===== src/rtl/tile_render_sequencer.sv =====
// tile_render_sequencer: walks every 8-pixel background span of a frame, fetching then rendering each
module tile_render_sequencer #(
   parameter int TILE_COLS = 32,
   parameter int TILE_ROWS = 30
) (
   input  logic       clk,
   input  logic       rst,
   input  logic       frame_start,
   input  logic [7:0] ppu_ctrl2,
   output logic       fetch_req,
   output logic [4:0] fetch_tile_row,
   output logic [4:0] fetch_tile_col,
   output logic [2:0] fetch_fine_y,
   input  logic       fetch_done,
   output logic       render_start,
   output logic [8:0] vga_start_row,
   output logic [8:0] vga_start_col,
   input  logic       render_busy,
   output logic       frame_busy,
   output logic       frame_done
);
   localparam logic [2:0] S_IDLE    = 3'd0;
   localparam logic [2:0] S_FETCH   = 3'd1;
   localparam logic [2:0] S_START   = 3'd2;
   localparam logic [2:0] S_ARM     = 3'd3;
   localparam logic [2:0] S_WAIT    = 3'd4;
   localparam logic [2:0] S_ADVANCE = 3'd5;
   localparam logic [2:0] S_DONE    = 3'd6;
   localparam logic [4:0] LAST_COL  = 5'(TILE_COLS - 1);
   localparam logic [4:0] LAST_ROW  = 5'(TILE_ROWS - 1);
   logic [2:0] state_q, state_d;
   logic [4:0] row_q, row_d, col_q, col_d;
   logic [2:0] fine_q, fine_d;
   logic [8:0] vrow_q, vrow_d, vcol_q, vcol_d;
   logic       accept, skip, adv, last_col, last_fine, last_row;
   assign accept    = (state_q == S_IDLE) && frame_start;
   assign skip      = (ppu_ctrl2[4:3] == 2'b00);
   assign adv       = (state_q == S_ADVANCE);
   assign last_col  = (col_q == LAST_COL);
   assign last_fine = (fine_q == 3'd7);
   assign last_row  = (row_q == LAST_ROW);
   // next state: one span is FETCH -> START -> ARM -> WAIT -> ADVANCE
   always_comb begin
      state_d = state_q;
      case (state_q)
         S_IDLE:    state_d = frame_start ? (skip ? S_DONE : S_FETCH) : S_IDLE;
         S_FETCH:   state_d = fetch_done ? S_START : S_FETCH;
         S_START:   state_d = S_ARM;
         S_ARM:     state_d = render_busy ? S_WAIT : S_ARM;
         S_WAIT:    state_d = render_busy ? S_WAIT : S_ADVANCE;
         S_ADVANCE: state_d = (last_col && last_fine && last_row) ? S_DONE : S_FETCH;
         S_DONE:    state_d = S_IDLE;
         default:   state_d = S_IDLE;
      endcase
   end
   // span counters: column fastest, then fine row, then tile row; cleared on an accepted start
   always_comb begin
      col_d  = accept ? 5'd0 : adv ? (last_col ? 5'd0 : col_q + 5'd1) : col_q;
      fine_d = accept ? 3'd0 : (adv && last_col) ? fine_q + 3'd1 : fine_q;
      row_d  = accept ? 5'd0 : (adv && last_col && last_fine) ? (last_row ? 5'd0 : row_q + 5'd1) : row_q;
      vrow_d = {1'b0, row_d, 3'b000} + {6'd0, fine_d};
      vcol_d = {1'b0, col_d, 3'b000};
   end
   // state, counters and the pixel coordinates derived from them
   always_ff @(posedge clk) begin
      if (rst) begin
         state_q <= S_IDLE;
         row_q   <= '0;
         col_q   <= '0;
         fine_q  <= '0;
         vrow_q  <= '0;
         vcol_q  <= '0;
      end else begin
         state_q <= state_d;
         row_q   <= row_d;
         col_q   <= col_d;
         fine_q  <= fine_d;
         vrow_q  <= vrow_d;
         vcol_q  <= vcol_d;
      end
   end
   assign fetch_req      = (state_q == S_FETCH);
   assign render_start   = (state_q == S_START);
   assign frame_done     = (state_q == S_DONE);
   assign frame_busy     = (state_q != S_IDLE);
   assign fetch_tile_row = row_q;
   assign fetch_tile_col = col_q;
   assign fetch_fine_y   = fine_q;
   assign vga_start_row  = vrow_q;
   assign vga_start_col  = vcol_q;
endmodule


===== config.mk =====
export PLATFORM = sky130hd
export DESIGN_NAME = tile_render_sequencer
export DESIGN_NICKNAME = d
export VERILOG_FILES = /design/src/rtl/tile_render_sequencer.sv
export SDC_FILE = /design/constraint.sdc
export NUM_CORES = 1
export LEC_CHECK = 0
export BUFFER_PORTS_ARGS = -buffer_cell sky130_fd_sc_hd__clkbuf_2
export CORE_UTILIZATION = 46
export DETAILED_ROUTE_END_ITERATION = 8
export PLACE_DENSITY = 0.89
export SYNTH_ARGS = -nofsm -noshare
export SYNTH_HDL_FRONTEND = slang
export SYNTH_SLANG_ARGS = --single-unit

===== constraint.sdc =====
create_clock -name clk -period 2.2 [get_ports clk]
set_input_delay 0.11 -clock clk [delete_from_list [all_inputs] [get_ports clk]]
set_output_delay 0.11 -clock clk [all_outputs]
set_load 0.005 [all_outputs]

Yosys cells after proc, flatten, opt, wreduce, memory -nomap -nowiden
Cells that the tools add are included.

Register bits after elaboration: 29. Latch bits: 0. Memory bits (writable): 0. Memory bits (read-only): 0. Input port bits: 13. Output and inout port bits: 35. Logic and storage cells: 42. Memories: 0.

$add $sub $neg: 4. $mul: 0. Div/mod/pow operators: 0. Order comparisons: 0. Equality and inequality tests: 9. Shift-type cells: 0. Muxes and demuxes: 15. Bitwise logic cells: 0. Reduce and logical (&&, ||, !) cells: 8.

Operators by type and width (count): two-way mux 5 bit (6); two-way mux 3 bit (6); one-hot mux 3 bit (6 select lines) (1); equality test 3 bit (second input constant) (4); adder 5 x 1 -> 5 bit (second input constant) (2); equality test 5 bit (second input constant) (2); adder 8 x 3 -> 9 bit (1); equality test 3 x 2 -> 1 bit (second input constant) (2); logical AND 1 bit (5); adder 3 x 1 -> 3 bit (second input constant) (1); equality test 3 x 1 -> 1 bit (second input constant) (1); zero test 3 bit (1); nonzero test 3 bit (1); zero test 2 bit (1); two-way mux 2 bit (1); two-way mux 1 bit (1).

Logic depth before layout (Yosys ltp)
Gate-level depths: netlist of the first run.

Word-level depth: 6. Gate-level depth with buffers: 8. Mapped depth without buffers: 7.

Least setup slack after synthesis of the first run
OpenSTA, ideal clock, no wires.

Kind: register to register. From: register vga_start_col[3] (netlist name). To: register row_q[0] (netlist: fetch_tile_row[0]). Setup time: 117 ps. Data arrival time: 1708 ps. Data required time: 2083 ps. Setup slack: 374 ps. Cell stages (with the launch flop): 8. Buffers on the path: 1. Period minus slack after synthesis: 1826 ps. Path through: dfxtp_1 ha_1 and3_1 ha_1 nand2_1 or3_1 buf_2 a32o_1.

RTL lines: to (signal assigned) (line 75) `row_q <= row_d;`; to (decl) (line 32) `logic [4:0] row_q, row_d, col_q, col_d;`.

==> results.toml, run 1 <==
[timing]
period_needed_ps = 2000
hold_viol = 0
fin_skew_ps = 8.34
max_freq_mhz = 501
rsz0062_at_grt = "false"
drv_slew = 0
holdWs_ps = 63.7
fin_setup_tns_ps = 0
fin_crit_sh_pct = 90.7
setup_violations = 0

[synthesis]
synth_top_family_by_area = "simple AND/OR/NAND/NOR gates"
ys_ff_latch = 16
synth-simple-area-share_pct = 26.1
synth_adder_area_share_pct = 7.12
ys_seq_area_share_pct = 30.4
synthArstFlopShare_pct = 0
avgSynthCellArea_um2 = 8.11
ys_types = 36
syn_area_um2 = 1050
synth_compound_area_share_pct = 17.6
muxShareOfSynthArea_pct = 0
synth-edff-count = 0
synthXorXnorAreaFrac_pct = 0.830
synthFlopType = "dfxtp_1"
yosysWarnings = 0
syn_inst = 130

[cts]
ctsRootBufferMaster = "clkbuf_4"
cts-resized-gates = 0
clk_pin_slew_ps = 100
cts_tree = "yes"
cts_made_buffers = 3
cts.sinks = 16
ctsHoldBuffers = 0
htreeDepth = 1
clock_latency_ps = 290
cts_setup_buffers = 0
clockBufferDepth = 2

[pwr]
powerDensity_nw_per_um2 = 556
total_leakage_power_nw = 0.535
peakVddDrop_mv = 0.308

[setup_path]
worstPathArrival_ps = 2210
worstPathMaxFanout = 7
worstPathBufferInverterCount = 0
path_cells = "ha_1, and3_1, ha_1, nand2_1, or3_1, a2bb2oi_1, a21oi_1"
cp_common_cell = "ha_1"
max_stage_delay_ps = 480
crit_family = "simple AND/OR/NAND/NOR gates"
crit_path_start_kind = "register"
cp_slowest_cell = "or3_1"
critical_path_class = "reg -> reg"
required_ps = 2420
endpoint_kind = "register"

[cells_and_area]
syn_to_final_growth_pct = 9.25
drive_gt1_share_pct = 30.0
antenna_cells = 0
layout_commonest_cell = "clkbuf_2"
nets = 170
fin_util_pct = 55.9
n_fill_cell = 194
final_cell_mix = "clkbuf_2, dfxtp_1, nand2_1"

[routing]
met2_wirelength_um = 1160
drc_errors = 0
wirelength_um = 2170
firstDrtPassIters = 4
via_per_inst = 5.39
wl_per_cell_um = 12.2
drt_iter0_drc = 7
route.met3.wl_um = 67
dr.max_layer_used = "met4"
ant_nets = 0
via_count = 954
wl_met1_um = 916

[grt]
grt_usage_pct = 18.5
grt_pass1_wl_um = 3660
grt_pass1_vias = 852
antenna_found_initial = 0
grt_max_degree = 15
grt_overflow_total = 0

[placement]
portBuffers = 36
post-dp-hpwl_um = 1630
globalplace.congestion = 0.838

[floorplan]
die-height_um = 49.9
design.die.area_um2 = 2490
core_area_um2 = 2060
initial_core_util_pct = 51.2
rows = 16
io-pin-count = 48
die_w_um = 49.9

[outcome]
status = "finished clean"

[job]
cap_violations = 0

[min_path]
hold_path_class = "in -> reg"
[synthesized netlist by cell type, types with 2 or more instances]
cell / count / share of area [%]
a21o_1: 2 / 1.4
a21oi_1: 10 / 4.7
a31oi_1: 3 / 1.8
a32o_1: 2 / 1.9
and3_1: 2 / 1.2
and3b_1: 2 / 1.7
buf_2: 5 / 2.4
buf_4: 19 / 14
dfxtp_1: 16 / 30
ha_1: 6 / 7.1
nand2_1: 13 / 4.6
nand2b_1: 2 / 1.2
nand3_1: 6 / 2.8
nand3b_1: 2 / 1.4
nor2_1: 9 / 3.2
nor3_1: 2 / 0.95
nor3b_1: 2 / 1.4
o21ai_0: 7 / 3.3
or3_1: 2 / 1.2
or4b_1: 2 / 1.9
[logic make-up (layout without fill, tap and decap cells)]
logic type,Yosys count,count (layout)
AOI/OAI and AO/OA,30,30
xor gates and xnor gates,1,1
adders and majority gates,6,6
buffers and inverters,27,43
DFF,16,16
other,1,5
and+or+nand+nor,49,49
[final cells by class]
| cell class | instances | area, µm² | area share (%) |
|---|---|---|---|
| multi-input cells | 91 | 563 | 48.9 |
| flip-flops and latches | 16 | 320 | 27.8 |
| well taps | 27 | 33.8 | 2.93 |
| clock buffers | 4 | 36.3 | 3.15 |
| inverters | 1 | 3.75 | 0.326 |
| repair buffers | 38 | 195 | 16.9 |
[metal layers]
metal | vias to the layer above | global-route usage, %
met5 | - | 0
met4 | 0 | 5.71
met3 | 4 | 1.85
met2 | 30 | 35.1
met1 | 446 | 21.3
li1 | 474 | -
[final timing paths]
check	start	to	slack, ps	depth (start not counted)
setup reg to reg	vga_start_col[3]	state_q[1]	200	7
hold reg to reg	fetch_fine_y[1]	fetch_fine_y[1]	490	2
setup / recovery	vga_start_col[3]	state_q[1]	200	7
hold / removal	rst	state_q[0]	60	2
[worst reg2reg max path: stages (launching register included)]
cell and delay [ps]:
dfxtp_1 440, ha_1 220, and3_1 180, ha_1 160
nand2_1 110, or3_1 490, a2bb2oi_1 190, a21oi_1 150
[where the power goes]
part	total [W]	switching (W)	leakage, nW	internal [W]
clock network	0.000197	0.0000968	0.0210	0.000101
registers	0.000332	0.0000317	0.129	0.000300
logic	0.000111	0.0000564	0.384	0.0000549
total	0.000640	0.000185	0.535	0.000456
[metrics by stage]
step | setup WS, ps | cell area [µm²] | std cells | total power, W
final | 205 | 1150 | 177 | 0.000640
after global routing | 57.6 | 1150 | 177 | 0.000679
after CTS | 219 | 1150 | 177 | 0.000645
after detailed placement | 246 | 1120 | 173 | 0.000450
after global placement | 308 | 1120 | 173 | 0.000441
after floorplan | 374 | 1070 | 134 | 0.000430
[state kept, by name, indices dropped and copies added, names as in the netlist]
name            flops
state_q             3
fetch_tile_row      4
fetch_fine_y        2
vga_start_row       2
vga_start_col       5
(Power assumes the default switching activity.)
==> run 2, diff against run 1 <==
--- a/config.mk
+++ b/config.mk
@@ -6,9 +6,9 @@
 export NUM_CORES = 1
 export LEC_CHECK = 0
 export BUFFER_PORTS_ARGS = -buffer_cell sky130_fd_sc_hd__clkbuf_2
-export CORE_UTILIZATION = 46
+export CORE_UTILIZATION = 41
 export DETAILED_ROUTE_END_ITERATION = 8
-export PLACE_DENSITY = 0.89
+export PLACE_DENSITY = 0.84
 export SYNTH_ARGS = -nofsm -noshare
 export SYNTH_HDL_FRONTEND = slang
 export SYNTH_SLANG_ARGS = --single-unit
==> constraint.sdc (replaced) <==
create_clock -name clk -period 1.6 [get_ports clk]
set_input_delay 0.08 -clock clk [delete_from_list [all_inputs] [get_ports clk]]
set_output_delay 0.08 -clock clk [all_outputs]
set_load 0.005 [all_outputs]
==> run 2 against run 1 <==
The run now ends with DRC, setup timing left. Sequential share of layout area is 4.0 points lower. Highest routed layer unchanged. Critical endpoint is now vga_start_col[6]. Clock power increased by 44%. Global-route usage increased by 3.4 points. Worst setup slack got worse by 340 ps. Via count grew 12%. Worst hold slack got worse by 31 ps. Critical path type unchanged. Critical path depth is 1 lower. Non-clock buffer count increased by 19. Final cell count is 12% higher. Final area increased by 20%. Utilization up 0.23 points. Register-to-register slack lost 340 ps.
==> results.toml, run 2 (synthesis gave the netlist of run 1 again) <==
[pwr]
p_int_w = 0.000650
powerDensity_nw_per_um2 = 674
p_clk_share_pct = 30.5
power_switching_w = 0.000279
pwr-share-comb_pct = 23.3
total_leakage_power_nw = 0.666
peakVddDrop_mv = 0.346
sw_frac_of_total_pct = 30.0
p_seq_share_pct = 46.2

[setup_path]
worstPathBufferInverterCount = 1
cp_slowest_cell = "or4_1"
worstPathArrival_ps = 1950
critical_path_class = "reg -> reg"
crit_family = "simple AND/OR/NAND/NOR gates"
cp_common_cell = "ha_4"
crit_path_start_kind = "register"
worstPathMaxFanout = 10
endpoint_kind = "register"
max_stage_delay_ps = 420
path_cells = "ha_4, and3_4, ha_4, buf_4, or4_1, a21oi_1"
required_ps = 1810

[routing]
drt_iter0_drc = 24
ant_nets = 0
via_count = 1066
wl_per_cell_um = 13.9
drc_errors = 2
wirelength_um = 2770
via_per_inst = 5.36
firstDrtPassIters = 6

[cts]
cts.sinks = 16
htreeDepth = 1
cts_tree = "yes"
cts_made_buffers = 3
clockBufferDepth = 2
ctsHoldBuffers = 0
ctsRootBufferMaster = "clkbuf_4"
clk_pin_slew_ps = 110
clock_latency_ps = 300

[timing]
fin_setup_tns_ps = -397
rsz0062_at_grt = "true"
hold_viol = 0
setup_slack_ps = -138
fin_crit_sh_pct = 109
max_freq_mhz = 575
drv_slew = 0
period_needed_ps = 1740
setup_violations = 7
holdWs_ps = 32.5
fin_skew_ps = 8.32

[placement]
portBuffers = 36
globalplace.congestion = 0.798
place_area_um2 = 1280
post-dp-hpwl_um = 1980
dpl.cell_count = 191

[cells_and_area]
drive_gt1_share_pct = 44.4
stdcell_count = 199
layout_commonest_cell = "clkbuf_2"
fin_util_pct = 56.1
nets = 189
antenna_cells = 0
largest_reg_flops = 5
finalInstanceArea_um2 = 1380
final_cell_mix = "clkbuf_2, buf_4, dfxtp_1"
syn_to_final_growth_pct = 30.6

[floorplan]
die-height_um = 52.7
io-pin-count = 48
design.die.area_um2 = 2780
core_area_um2 = 2450
initial_core_util_pct = 43.0
die_w_um = 52.7
rows = 18

[outcome]
status = "finished with violations"
violations = "DRC, setup timing"

[grt]
antenna_found_initial = 0
grt_overflow_total = 0
grt_usage_pct = 21.9
grt_pass1_wl_um = 4390
grt_max_degree = 11
grt_pass1_vias = 967

[min_path]
hold_path_class = "in -> reg"

[job]
cap_violations = 0
[run 2: final timing paths]
kind | slack, ps | from | endpoint | cells past startpoint
max reg2reg | -140 | vga_start_col[3] | vga_start_col[6] | 6
max | -140 | vga_start_col[3] | vga_start_col[6] | 6
min reg2reg | 540 | vga_start_col[7] | vga_start_col[7] | 2
min | 30 | rst | state_q[0] | 2
[run 2: final cells by class]
| type | count | area, µm² |
|---|---|---|
| tap | 30 | 37.5 |
| sequential | 16 | 328 |
| clock buffer | 4 | 36.3 |
| timing repair buffer | 57 | 338 |
| multi-input combinational | 91 | 634 |
| fill | 219 | 1080 |
| inverter | 1 | 3.75 |
[run 2: metrics by stage]
step / setup WS (ps) / power, W
2_1_floorplan: -88.3 / 0.000588
3_3_place_gp: -65.4 / 0.000626
6_report: -138 / 0.000929
3_5_place_dp: -89.1 / 0.000637
4_1_cts: -47.6 / 0.000925
5_1_grt: -202 / 0.000983
[run 2: what timing repair did]
action	in CTS	in global routing
buffers inserted	1	3
pin swaps	3	2
setup endpoints to repair	9	10
gates resized for setup	3	3
[run 2: routing by layer]
metal | vias to the layer above | wire length, µm | global-route usage [%]
met5 | - | 0 | 0
met4 | 0 | 76 | 12.7
met3 | 9 | 135 | 5.80
met2 | 42 | 1420 | 36.9
met1 | 502 | 1140 | 24.4
li1 | 513 | - | -
[run 2: power by group through the flow]
stage / logic (W) / clock network, W / registers (W)
after global placement: 0.000190 / 0 / 0.000435
after floorplan: 0.000156 / 0 / 0.000432
after global routing: 0.000241 / 0.000309 / 0.000433
after detailed placement: 0.000199 / 0 / 0.000438
after CTS: 0.000209 / 0.000287 / 0.000429
final: 0.000216 / 0.000284 / 0.000429
[run 2: worst register-to-register path: stages (launching register included)]
cell	delay [ps]
dfxtp_4	370
ha_4	160
and3_4	180
ha_4	160
buf_4	170
or4_1	420
a21oi_1	200
==> run 3, diff against run 2 <==
--- a/config.mk
+++ b/config.mk
@@ -6,9 +6,10 @@
 export NUM_CORES = 1
 export LEC_CHECK = 0
 export BUFFER_PORTS_ARGS = -buffer_cell sky130_fd_sc_hd__clkbuf_2
-export CORE_UTILIZATION = 41
+export CORE_UTILIZATION = 49
 export DETAILED_ROUTE_END_ITERATION = 8
-export PLACE_DENSITY = 0.84
+export PLACE_DENSITY = 0.93
+export REMOVE_ABC_BUFFERS = 1
 export SYNTH_ARGS = -nofsm -noshare
 export SYNTH_HDL_FRONTEND = slang
 export SYNTH_SLANG_ARGS = --single-unit
==> constraint.sdc (replaced) <==
create_clock -name clk -period 2.1 [get_ports clk]
set_input_delay 0.105 -clock clk [delete_from_list [all_inputs] [get_ports clk]]
set_output_delay 0.105 -clock clk [all_outputs]
set_load 0.005 [all_outputs]
==> run 3 against run 2 <==
Via count is 8.2% lower. Worst setup slack better by 320 ps. The flow now finishes without violations. Power is 28% lower. Critical path depth is 1 higher. Sequential cell count stayed put. Clock-buffer cell count stayed put. Clock power is 29% lower. Utilization is 2.3 points higher.
==> results.toml, run 3 (synthesis gave the netlist of run 1 again) <==
[pwr]
report.power.total_w = 0.000669
total_leakage_power_nw = 0.545
sw_frac_of_total_pct = 28.4
p_int_w = 0.000478
pwr-share-comb_pct = 17.4
power_switching_w = 0.000190
p_seq_share_pct = 52.2
peakVddDrop_mv = 0.314
p_clk_share_pct = 30.4
powerDensity_nw_per_um2 = 572

[floorplan]
core_area_um2 = 2000
die_w_um = 48.4
initial_core_util_pct = 52.7
rows = 16
die-height_um = 48.4
io-pin-count = 48
design.die.area_um2 = 2340

[setup_path]
crit_path_start_kind = "register"
r2r-end = "state_q[0]"
critical_path_class = "reg -> reg"
cp_common_cell = "ha_1"
r2r_slack_ps = 190
worstPathMaxFanout = 7
ff2ff_path_depth = 7
cp_slowest_cell = "or3_1"
max_stage_delay_ps = 480
endpoint_kind = "register"
r2r_start = "vga_start_col[3]"
path_cells = "ha_1, and3_1, ha_1, nand2_1, or3_1, a21oi_1, o32ai_1"
required_ps = 2270
worstPathArrival_ps = 2080

[timing]
drv_slew = 0
hold_viol = 0
period_needed_ps = 1910
setup_violations = 0
fin_crit_sh_pct = 91.1
max_freq_mhz = 523
fin_setup_tns_ps = 0
rsz0062_at_grt = "false"
fin_skew_ps = 2.30

[placement]
globalplace.congestion = 0.805
post-dp-hpwl_um = 1590
place_area_um2 = 1130
dpl.cell_count = 175
portBuffers = 36

[cells_and_area]
largest_reg_flops = 5
finalInstanceArea_um2 = 1170
layout_commonest_cell = "clkbuf_2"
antenna_cells = 0
stdcell_count = 179
syn_to_final_growth_pct = 10.8
n_fill_cell = 187
nets = 172
drive_gt1_share_pct = 31.6
final_cell_mix = "clkbuf_2, dfxtp_1, nand2_1"

[cts]
cts_made_buffers = 3
cts.sinks = 16
clk_pin_slew_ps = 90
htreeDepth = 1
ctsHoldBuffers = 0
clock_latency_ps = 290
ctsRootBufferMaster = "clkbuf_4"
cts_setup_buffers = 0
clockBufferDepth = 2
cts_tree = "yes"

[job]
cap_violations = 0

[grt]
antenna_found_initial = 0
grt_overflow_total = 0
grt_pass1_wl_um = 3570
grt_max_degree = 15
grt_pass1_vias = 840
grt_usage_pct = 19.3

[routing]
wl_per_cell_um = 11.8
via_count = 979
drc_errors = 0
ant_nets = 0
via_per_inst = 5.47
wirelength_um = 2120
firstDrtPassIters = 4
drt_iter0_drc = 17

[min_path]
hold-path-endpoint = "state_q[0]"
hp-start = "rst"
holdPathStages = 2
hold_path_class = "in -> reg"

[outcome]
status = "finished clean"
run 3: cell type report:
type,instances,area [µm²],share of cell area (%)
tap,27,33.8,2.89
sequential,16,322,27.5
timing repair buffer,40,210,18.0
clock buffer,4,36.3,3.10
inverter,1,3.75,0.321
multi-input combinational,91,563,48.2
run 3: worst max path at each step:
stage	cells after the start	end	slack, ps	startpoint
4_1_cts	7	state_q[2]	110	vga_start_col[3]
6_report	7	state_q[0]	190	vga_start_col[3]
5_1_grt	7	state_q[0]	60	vga_start_col[3]
3_3_place_gp	7	state_q[0]	180	vga_start_col[3]
2_1_floorplan	6	fetch_tile_row[0]	70	vga_start_col[3]
3_5_place_dp	7	state_q[2]	140	vga_start_col[3]
run 3: worst max-delay path, delay by kind of cell (launching register included):
family                     cells  cell delay (ps)
adders and majority gates      2              350
AOI/OAI and AO/OA              2              290
DFF                            1              400
and+or+nand+nor                3              760
run 3: timing repair:
item                       in CTS  in global routing
setup endpoints to repair       0                  4
hold endpoints to repair        0                  0
resized for setup               0                  1
run 3: per-stage QoR:
stage,utilization [%],hold WS [ps],worst slack (ps)
after floorplan,-,219,73.3
after global placement,56.5,364,184
after detailed placement,56.5,372,139
after CTS,58.3,60.4,109
after global routing,58.4,64.5,64.6
final,58.4,72.7,186
run 3: power groups by stage:
stage / Sequential, W / Clock, W / Combinational, W
2_1_floorplan: 0.000345 / 0 / 0.0000781
3_3_place_gp: 0.000350 / 0 / 0.000112
3_5_place_dp: 0.000355 / 0 / 0.000116
4_1_cts: 0.000348 / 0.000207 / 0.000116
5_1_grt: 0.000353 / 0.000219 / 0.000129
6_report: 0.000349 / 0.000203 / 0.000116
run 3: metal layers:
metal / vias to the layer above / GRT usage, % / share of wire (%)
li1: 482 / - / -
met1: 449 / 21.7 / 43
met2: 45 / 35.9 / 50
met3: 3 / 3.77 / 5.5
met4: 0 / 6.37 / 0.90
met5: - / 0 / 0
